[src/rtl/duck_flight_ctrl.sv]
// rtl/duck_flight_ctrl.sv - per-frame duck sprite motion and life-cycle controller
module duck_flight_ctrl #(
    parameter int DUCK_W         = 64,
    parameter int DUCK_H         = 64,
    parameter int X_MAX          = 639,
    parameter int Y_MAX          = 399,
    parameter int STEP_X         = 2,
    parameter int STEP_Y         = 1,
    parameter int FALL_STEP      = 4,
    parameter int HIT_FRAMES     = 30,
    parameter int FLY_TIMEOUT    = 600,
    parameter int RESPAWN_FRAMES = 60,
    parameter int RESPAWN_X      = 288,
    parameter int ANIM_DIV       = 8
) (
    input  logic       Clk,
    input  logic       Reset_n,
    input  logic       frame_clk,
    input  logic       shoot,
    input  logic [9:0] aim_x,
    input  logic [9:0] aim_y,
    output logic [9:0] duck_x,
    output logic [9:0] duck_y,
    output logic       dir_x,
    output logic [1:0] duck_anim,
    output logic       duck_visible,
    output logic [2:0] state,
    output logic       hit,
    output logic       escaped
);
    localparam logic [10:0] XR     = 11'(X_MAX + 1 - DUCK_W);
    localparam logic [10:0] YF     = 11'(Y_MAX + 1 - DUCK_H);
    localparam logic [10:0] SX     = 11'(STEP_X);
    localparam logic [10:0] SY     = 11'(STEP_Y);
    localparam logic [10:0] FS     = 11'(FALL_STEP);
    localparam logic [10:0] BW     = 11'(DUCK_W - 1);
    localparam logic [10:0] BH     = 11'(DUCK_H - 1);
    localparam logic [9:0]  RX     = 10'(RESPAWN_X);
    localparam logic [15:0] T_FLY  = 16'(FLY_TIMEOUT);
    localparam logic [15:0] T_HIT  = 16'(HIT_FRAMES);
    localparam logic [15:0] T_GONE = 16'(RESPAWN_FRAMES);
    localparam logic [15:0] T_ANIM = 16'(ANIM_DIV - 1);

    typedef enum logic [2:0] {
        S_FLY    = 3'd0,
        S_HIT    = 3'd1,
        S_FALL   = 3'd2,
        S_ESCAPE = 3'd3,
        S_GONE   = 3'd4
    } state_t;

    state_t      st_q, st_d;
    logic [1:0]  vs_sync;
    logic        vs_prev;
    logic        tick;
    logic [9:0]  x_d, y_d, x_fly, y_fly;
    logic [10:0] xw, yw, ax, ay;
    logic        dir_x_d, dir_x_fly, dir_y_up_q, dir_y_up_d, dir_y_fly;
    logic        last_dir_q, last_dir_d;
    logic [1:0]  anim_d, anim_step;
    logic        vis_d, hit_d, esc_d, in_box;
    logic [15:0] cnt_q, cnt_d, cnt_inc, div_q, div_d, div_step;

    assign tick    = vs_sync[1] & ~vs_prev;
    assign xw      = {1'b0, duck_x};
    assign yw      = {1'b0, duck_y};
    assign ax      = {1'b0, aim_x};
    assign ay      = {1'b0, aim_y};
    assign in_box  = (ax >= xw) && (ax <= xw + BW) && (ay >= yw) && (ay <= yw + BH);
    assign cnt_inc = cnt_q + 16'd1;
    assign state   = st_q;

    // Flight step: reaching a wall exactly counts as hitting it, so clamp and bounce.
    always_comb begin
        x_fly     = duck_x;
        y_fly     = duck_y;
        dir_x_fly = dir_x;
        dir_y_fly = dir_y_up_q;
        if (!dir_x) begin
            if (xw + SX >= XR) begin
                x_fly     = XR[9:0];
                dir_x_fly = 1'b1;
            end else begin
                x_fly = 10'(xw + SX);
            end
        end else if (xw <= SX) begin
            x_fly     = '0;
            dir_x_fly = 1'b0;
        end else begin
            x_fly = 10'(xw - SX);
        end
        if (dir_y_up_q) begin
            if (yw <= SY) begin
                y_fly     = '0;
                dir_y_fly = 1'b0;
            end else begin
                y_fly = 10'(yw - SY);
            end
        end else if (yw + SY >= YF) begin
            y_fly     = YF[9:0];
            dir_y_fly = 1'b1;
        end else begin
            y_fly = 10'(yw + SY);
        end
        if (div_q == T_ANIM) begin
            div_step  = '0;
            anim_step = (duck_anim >= 2'd2) ? 2'd0 : duck_anim + 2'd1;
        end else begin
            div_step  = div_q + 16'd1;
            anim_step = duck_anim;
        end
    end

    always_comb begin
        st_d       = st_q;
        x_d        = duck_x;
        y_d        = duck_y;
        dir_x_d    = dir_x;
        dir_y_up_d = dir_y_up_q;
        last_dir_d = last_dir_q;
        anim_d     = duck_anim;
        vis_d      = duck_visible;
        hit_d      = 1'b0;
        esc_d      = 1'b0;
        cnt_d      = cnt_q;
        div_d      = div_q;
        unique case (st_q)
            S_FLY: begin
                if (shoot && in_box) begin
                    st_d   = S_HIT;
                    hit_d  = 1'b1;
                    anim_d = 2'd3;
                end else if (tick) begin
                    x_d        = x_fly;
                    y_d        = y_fly;
                    dir_x_d    = dir_x_fly;
                    dir_y_up_d = dir_y_fly;
                    anim_d     = anim_step;
                    div_d      = div_step;
                    cnt_d      = cnt_inc;
                    if (cnt_inc == T_FLY) begin
                        st_d  = S_ESCAPE;
                        esc_d = 1'b1;
                    end
                end
            end
            S_HIT: begin
                if (tick) begin
                    cnt_d = cnt_inc;
                    if (cnt_inc == T_HIT) st_d = S_FALL;
                end
            end
            S_FALL: begin
                if (tick) begin
                    if (yw == YF) begin
                        st_d  = S_GONE;
                        vis_d = 1'b0;
                    end else begin
                        y_d = (yw + FS >= YF) ? YF[9:0] : 10'(yw + FS);
                    end
                end
            end
            S_ESCAPE: begin
                if (tick) begin
                    if (yw == '0) begin
                        st_d  = S_GONE;
                        vis_d = 1'b0;
                    end else begin
                        y_d    = (yw <= FS) ? 10'd0 : 10'(yw - FS);
                        anim_d = anim_step;
                        div_d  = div_step;
                    end
                end
            end
            S_GONE: begin
                if (tick) begin
                    cnt_d = cnt_inc;
                    if (cnt_inc == T_GONE) begin
                        st_d       = S_FLY;
                        x_d        = RX;
                        y_d        = YF[9:0];
                        dir_x_d    = ~last_dir_q;
                        last_dir_d = ~last_dir_q;
                        dir_y_up_d = 1'b1;
                        anim_d     = 2'd0;
                        vis_d      = 1'b1;
                    end
                end
            end
            default: st_d = S_FLY;
        endcase
        if (st_d != st_q) begin
            cnt_d = '0;
            div_d = '0;
        end
    end

    // Synchronizer resets high so a frame_clk level held across reset is not seen as an edge.
    always_ff @(posedge Clk or negedge Reset_n) begin
        if (!Reset_n) begin
            vs_sync      <= 2'b11;
            vs_prev      <= 1'b1;
            st_q         <= S_FLY;
            duck_x       <= RX;
            duck_y       <= YF[9:0];
            dir_x        <= 1'b0;
            dir_y_up_q   <= 1'b1;
            last_dir_q   <= 1'b0;
            duck_anim    <= 2'd0;
            duck_visible <= 1'b1;
            hit          <= 1'b0;
            escaped      <= 1'b0;
            cnt_q        <= '0;
            div_q        <= '0;
        end else begin
            vs_sync      <= {vs_sync[0], frame_clk};
            vs_prev      <= vs_sync[1];
            st_q         <= st_d;
            duck_x       <= x_d;
            duck_y       <= y_d;
            dir_x        <= dir_x_d;
            dir_y_up_q   <= dir_y_up_d;
            last_dir_q   <= last_dir_d;
            duck_anim    <= anim_d;
            duck_visible <= vis_d;
            hit          <= hit_d;
            escaped      <= esc_d;
            cnt_q        <= cnt_d;
            div_q        <= div_d;
        end
    end
endmodule

[config.mk]
export PLATFORM = sky130hd
export DESIGN_NAME = duck_flight_ctrl
export DESIGN_NICKNAME = d
export VERILOG_FILES = /design/src/rtl/duck_flight_ctrl.sv
export SDC_FILE = /design/constraint.sdc
export NUM_CORES = 1
export LEC_CHECK = 0
export ABC_AREA = 0
export CELL_PAD_IN_SITES_DETAIL_PLACEMENT = 2
export CELL_PAD_IN_SITES_GLOBAL_PLACEMENT = 2
export CORE_ASPECT_RATIO = 0.6
export CORE_MARGIN = 2
export CORE_UTILIZATION = 28
export CTS_BUF_LIST = sky130_fd_sc_hd__clkbuf_16
export DETAILED_ROUTE_END_ITERATION = 10
export PLACE_DENSITY_LB_ADDON = 0.1
export SKIP_CTS_REPAIR_TIMING = 1
export SYNTH_ARGS = -nofsm -noshare
export SYNTH_HDL_FRONTEND = slang
export SYNTH_SLANG_ARGS = --single-unit
export TNS_END_PERCENT = 30
[constraint.sdc]
create_clock -name Clk -period 3.86 [get_ports Clk]
set_input_delay 0.772 -clock Clk [delete_from_list [all_inputs] [get_ports Clk]]
set_output_delay 0.772 -clock Clk [all_outputs]
set_load 0.05 [all_outputs]
# == Yosys cells after proc, flatten, opt, wreduce, memory -nomap -nowiden ==
# Index checks and enable logic that the tools add are counted.
# classes
bitwise_logic,3
eq_ne,25
magnitude_cmp,11
reduce_logical,20
muxes,81
add_sub_neg,11
# op_table
cell,count
10-bit two-way mux,20
16-bit two-way mux,9
16-bit case mux with 2 select lines,2
10-bit case mux with 4 select lines,1
3-bit two-way mux,11
16-bit by 1-bit adder with 16-bit output (second input constant),2
1-bit two-way mux,24
10-bit by 6-bit adder with 11-bit output (second input constant),2
11-bit by 9-bit greater-or-equal comparator with 1-bit output (second input constant),2
10-bit by 11-bit less-or-equal comparator with 1-bit output,2
10-bit greater-or-equal comparator,2
2-bit != test (second input constant),10
10-bit case mux with 2 select lines,1
16-bit by 10-bit == test with 1-bit output (second input constant),1
16-bit by 3-bit == test with 1-bit output (second input constant),1
16-bit by 5-bit == test with 1-bit output (second input constant),1
16-bit by 6-bit == test with 1-bit output (second input constant),1
2-bit two-way mux,8
3-bit != test (second input constant),5
3-bit case mux with 5 select lines,1
3-bit nonzero test,4
10-bit by 1-bit adder with 11-bit output (second input constant),1
10-bit by 2-bit adder with 11-bit output (second input constant),1
10-bit by 3-bit adder with 11-bit output (second input constant),1
other kinds (31),38
# word_totals
in_bits,24
reg_bits,66

# == Longest topological paths before layout ==
# depth
ltp_word,11
depth_mapped,18
depth_no_buf,14

# == Least setup slack after synthesis ==
# No wires, ideal clock.
# synth_path
path_type,register -> register
start,register duck_y[2]
end,register duck_x[9]
path_slack_ps,-292
path_stages_with_launch,17
arrival_ps,4015
required_ps,3723
setup_ps,137
cell_sequence,dfrtp_1 clkbuf_1 inv_1 ha_1 buf_4 and4bb_4 nor2_2 xnor2_1 ha_1 nand4_1 nor4_1 a311oi_1 o22ai_1 a31oi_4 a21boi_1 clkbuf_1 o21ai_0
# synth_between
elab_chain_cells,6
# synth_rtl
item,line,rtl
start: declaration,23,"output logic [9:0] duck_y,"
start signal: assignment,205,duck_y <= YF[9:0];
start signal: assignment,220,duck_y <= y_d;
10-bit by 6-bit adder with 11-bit output / 10-bit greater-or-equal comparator (equally long branches),69,assign in_box = (ax >= xw) && (ax <= xw + BW) && (ay >= yw) && (ay <= yw + BH);
10-bit by 11-bit less-or-equal comparator with 1-bit output / 1-bit logical AND (equally long branches),69,
1-bit logical AND (*),69,
1-bit logical AND (*),129,if (shoot && in_box) begin
2-bit != test (no line) (*),n/a,
5-bit AND reduction (no line) (*),n/a,
end signal: assignment,204,duck_x <= RX;
end signal: assignment,219,duck_x <= x_d;
end: declaration,22,"output logic [9:0] duck_x,"
# Every way passes the cells marked *; elsewhere a longest branch is shown, timed or not.
# A chain may end at the register's enable or synchronous reset.

# == Worst setup path in the final report ==
# layout_path
start,register duck_y[0]
end,register div_q[11]
# layout_between
elab_chain_cells,9
# layout_rtl
item,line,rtl
10-bit by 6-bit adder with 11-bit output / 10-bit greater-or-equal comparator (equally long branches),69,
10-bit by 11-bit less-or-equal comparator with 1-bit output / 1-bit logical AND (equally long branches),69,
1-bit logical AND,69,
1-bit logical AND,129,
3-bit two-way mux,129,
3-bit case mux with 5 select lines,127,unique case (st_q)
3-bit != test,192,if (st_d != st_q) begin
3-bit != test (no line) / 3-bit nonzero test (equally long branches),n/a,
5-bit AND reduction (no line),n/a,
end signal: assignment,229,div_q <= div_d;
end: declaration,62,"logic [15:0] cnt_q, cnt_d, cnt_inc, div_q, div_d, div_step;"
# Parallel ways exist; a longest one is shown, timed or not.

==> summary.md <==
| Metric | Value |
|---|---|
| Placer congestion estimate | `0.891` |
| Seq/Total Area, Yosys | `27.6%` |
| Total Routing Usage GR | `21.0%` |
| Number of max-cap violations | `0` |
| Count of H-tree levels built during CTS | `3` |
| Synthesized netlist net count | `808` |
| Top_reg_cell synth | `dfrtp_1` |
| #FFs+latches synth | `65` |
| Average vias per placed instance | `5.48` |
| Number of design rule violations left after detail routing | `0` |
| Detailed-placement wirelength estimate | `18200 microns` |
| Area Growth Syn to Fin | `23.6%` |
| Cell types with the largest area share after synthesis | `dfrtp_1 23%, ha_1 11%, xnor2_1 6.6%, dfstp_2 4.4%, nand2_1 4.2%` |
| Via count of the first global-routing pass | `6166` |
| Post-Place Worst Slack | `-0.237 ns` |
| Wire per inst | `21.1 microns` |
| Y dimension of the die | `117 microns` |
| Wire length of the first global-routing pass | `36200 microns` |
| Power density relative to cell area | `739 mW/mm^2` |
| Total Routed Length | `22900 microns` |
| Row count | `41` |
| Dominant cell type by area after synthesis | `dfrtp_1` |
| Number of antenna repair diodes | `0` |
| Area share of the largest cell type after synthesis | `23.2%` |
| Initial DRT Pass Iterations | `4` |
| Grt ovf | `0` |
| Share of final-layout standard cells stronger than drive strength 1 | `15.1%` |
| Net count reported at finish | `877` |
| Max Fanout on Critical Path | `7` |
| Core ar. | `0.0209 sq mm` |
| Count of antenna-violating nets left after detailed routing | `0` |
| Number of vias in the routed layout | `5941` |
| Type of the worst setup path | `flop to flop` |
| Final design area excluding fillers | `0.00735 sq mm` |
| Sink count of the clock tree | `65` |
| Data required time at the worst endpoint | `4.14 ns` |
| IR Drop Worst-Case VDD | `0.000214 V` |
| Worst-Skew Late Latency | `0.35 ns` |
| Tightest Pin Transition | `0.877 ns` |
| Number of CTS-inserted buffers | `9` |
| Hold Fails Final Rpt | `0` |
| Slew headroom | `40.7%` |
| Crit path capture type | `flop` |
| Clock tree from TritonCTS | `built` |
| Clock slew at the register clock pins of the worst setup and hold paths | `0.06 ns` |
| Die footprint | `0.0224 sq mm` |
| Antenna violations before repair | `0` |
| Final period utilization | `93.8%` |
| Maximum buffer depth of the clock tree | `2` |
| Buffers on Ports | `51` |
| Overall power of the completed layout | `0.00543 W` |
| Pin count of the biggest net entering global routing | `33` |
| Skew final | `0.0117 ns` |
| Result of the run | `finished clean` |
| Number of flops mapped to enable cells by yosys | `0` |
| Area of the mapped netlist | `0.00594 sq mm` |
| Arrival time at the worst endpoint | `3.90 ns` |
| Async S/R FF share, synth | `100%` |
| Yosys cell types | `76` |
| Num ports | `53` |
| Worst Setup Slack, final | `0.241 ns` |
| Leakage | `2.94 nW` |
| Initial Util | `28.4%` |
| Synthesized instance count | `732` |
| Max Freq | `276 MHz` |
| Worst hold path type | `flop to flop` |
| Final max-slew violation count | `0` |
| Clock root buffer | `clkbuf_16` |
| Final hold slack | `0.359 ns` |
| Period minus WS final | `3.62 ns` |
| Util after Layout | `35.1%` |
| Total placed instance area | `0.00698 sq mm` |
| Final setup violating endpoints | `0` |
| 1st-iter DRT viols | `322` |
| Total number of yosys warnings | `0` |
| Synthesized area per cell | `8.12 sq um` |
| Type of element launching the critical path | `flop` |
| Top cells by count, synth | `66 x nand2_1, 66 x nor2_1, 55 x dfrtp_1` |
| Width of the die | `192 microns` |
## state kept, by name (all words and copies together), names as in the netlist
register	count
dir_y_up_q	1
dir_x	1
duck_x	9
vs_sync	2
duck_anim	2
div_q	16
duck_y	10
state	3
vs_prev	1
last_dir_q	1
hit	1
escaped	1
duck_visible	1
cnt_q	16
## power by group
| group | internal, W | leakage (nW) | switching, W | total, W |
|---|---|---|---|---|
| clock | 0.000566 | 0.155 | 0.000347 | 0.000912 |
| sequential | 0.000843 | 0.830 | 0.000255 | 0.00110 |
| combinational | 0.00128 | 1.95 | 0.00214 | 0.00342 |
## worst paths after layout
check / slack (ns) / end / cells after the start / start
max in group asynchronous: 2.62 / dir_y_up_q / 2 / Reset_n
min in group asynchronous: 0.39 / div_q[14] / 1 / Reset_n
max reg2reg: 0.24 / div_q[11] / 16 / duck_y[0]
max: 0.24 / div_q[11] / 16 / duck_y[0]
min: 0.36 / vs_sync[1] / 0 / vs_sync[0]
min reg2reg: 0.36 / vs_sync[1] / 0 / vs_sync[0]
## metal layers
layer	global-route usage, %	part of all wire (%)
met4	3.66	1.0
met2	31.0	41
met3	3.16	4.3
met5	0	0
met1	32.4	53
## critical path: stages (launching register included)
cell	delay, ns
dfrtp_2	0.44
inv_1	0.10
ha_1	0.19
and4bb_4	0.29
nor2_2	0.07
xnor2_2	0.14
ha_1	0.32
nand4_1	0.16
nor4_1	0.08
a311oi_1	0.26
o22ai_2	0.19
a31oi_4	0.22
o21ai_1	0.09
buf_4	0.19
buf_4	0.16
or4_1	0.50
a21oi_2	0.15
## cell type report
type | instances | area (sq um)
Clock buffer | 9 | 225
Clock inverter | 7 | 95.1
Fill cell | 2394 | 13600
Inverter | 32 | 120
Multi-Input combinational cell | 592 | 4010
Sequential cell | 65 | 1640
Tap cell | 279 | 349
Timing Repair Buffer | 101 | 906
## cell usage in the layout, fill, tap and decap left out, types with 27 or more instances in the layout
| cell | count |
|---|---|
| nand2_1 | 66 |
| nand3_1 | 29 |
| inv_1 | 29 |
| nor3_1 | 27 |
| o21ai_0 | 48 |
| xnor2_1 | 43 |
| nor2_1 | 65 |
| a21oi_1 | 38 |
| ha_1 | 52 |
| buf_4 | 48 |
| dfrtp_1 | 51 |
| clkdlybuf4s50_1 | 50 |
## kinds of logic after synthesis
kind of cell	Yosys count	share of synthesized area [%]
AOI/OAI and AO/OA	192	21.5
xor gates and xnor gates	52	7.66
adders and majority gates	52	10.9
buffers and inverters	75	5.66
DFF	65	27.6
muxes	6	1.07
other	1	0.0631
and+or+nand+nor	289	25.5
## per-stage QoR
| step | std cells | setup TNS, ns |
|---|---|---|
| 2_1_floorplan | 732 | 0 |
| 3_3_place_gp | 1068 | -1.63 |
| 3_5_place_dp | 1068 | -5.01 |
| 4_1_cts | 1084 | 0 |
| 5_1_grt | 1085 | -0.0481 |
| 6_report | 1085 | 0 |
Note: power is estimated with default switching activity, not from simulation.
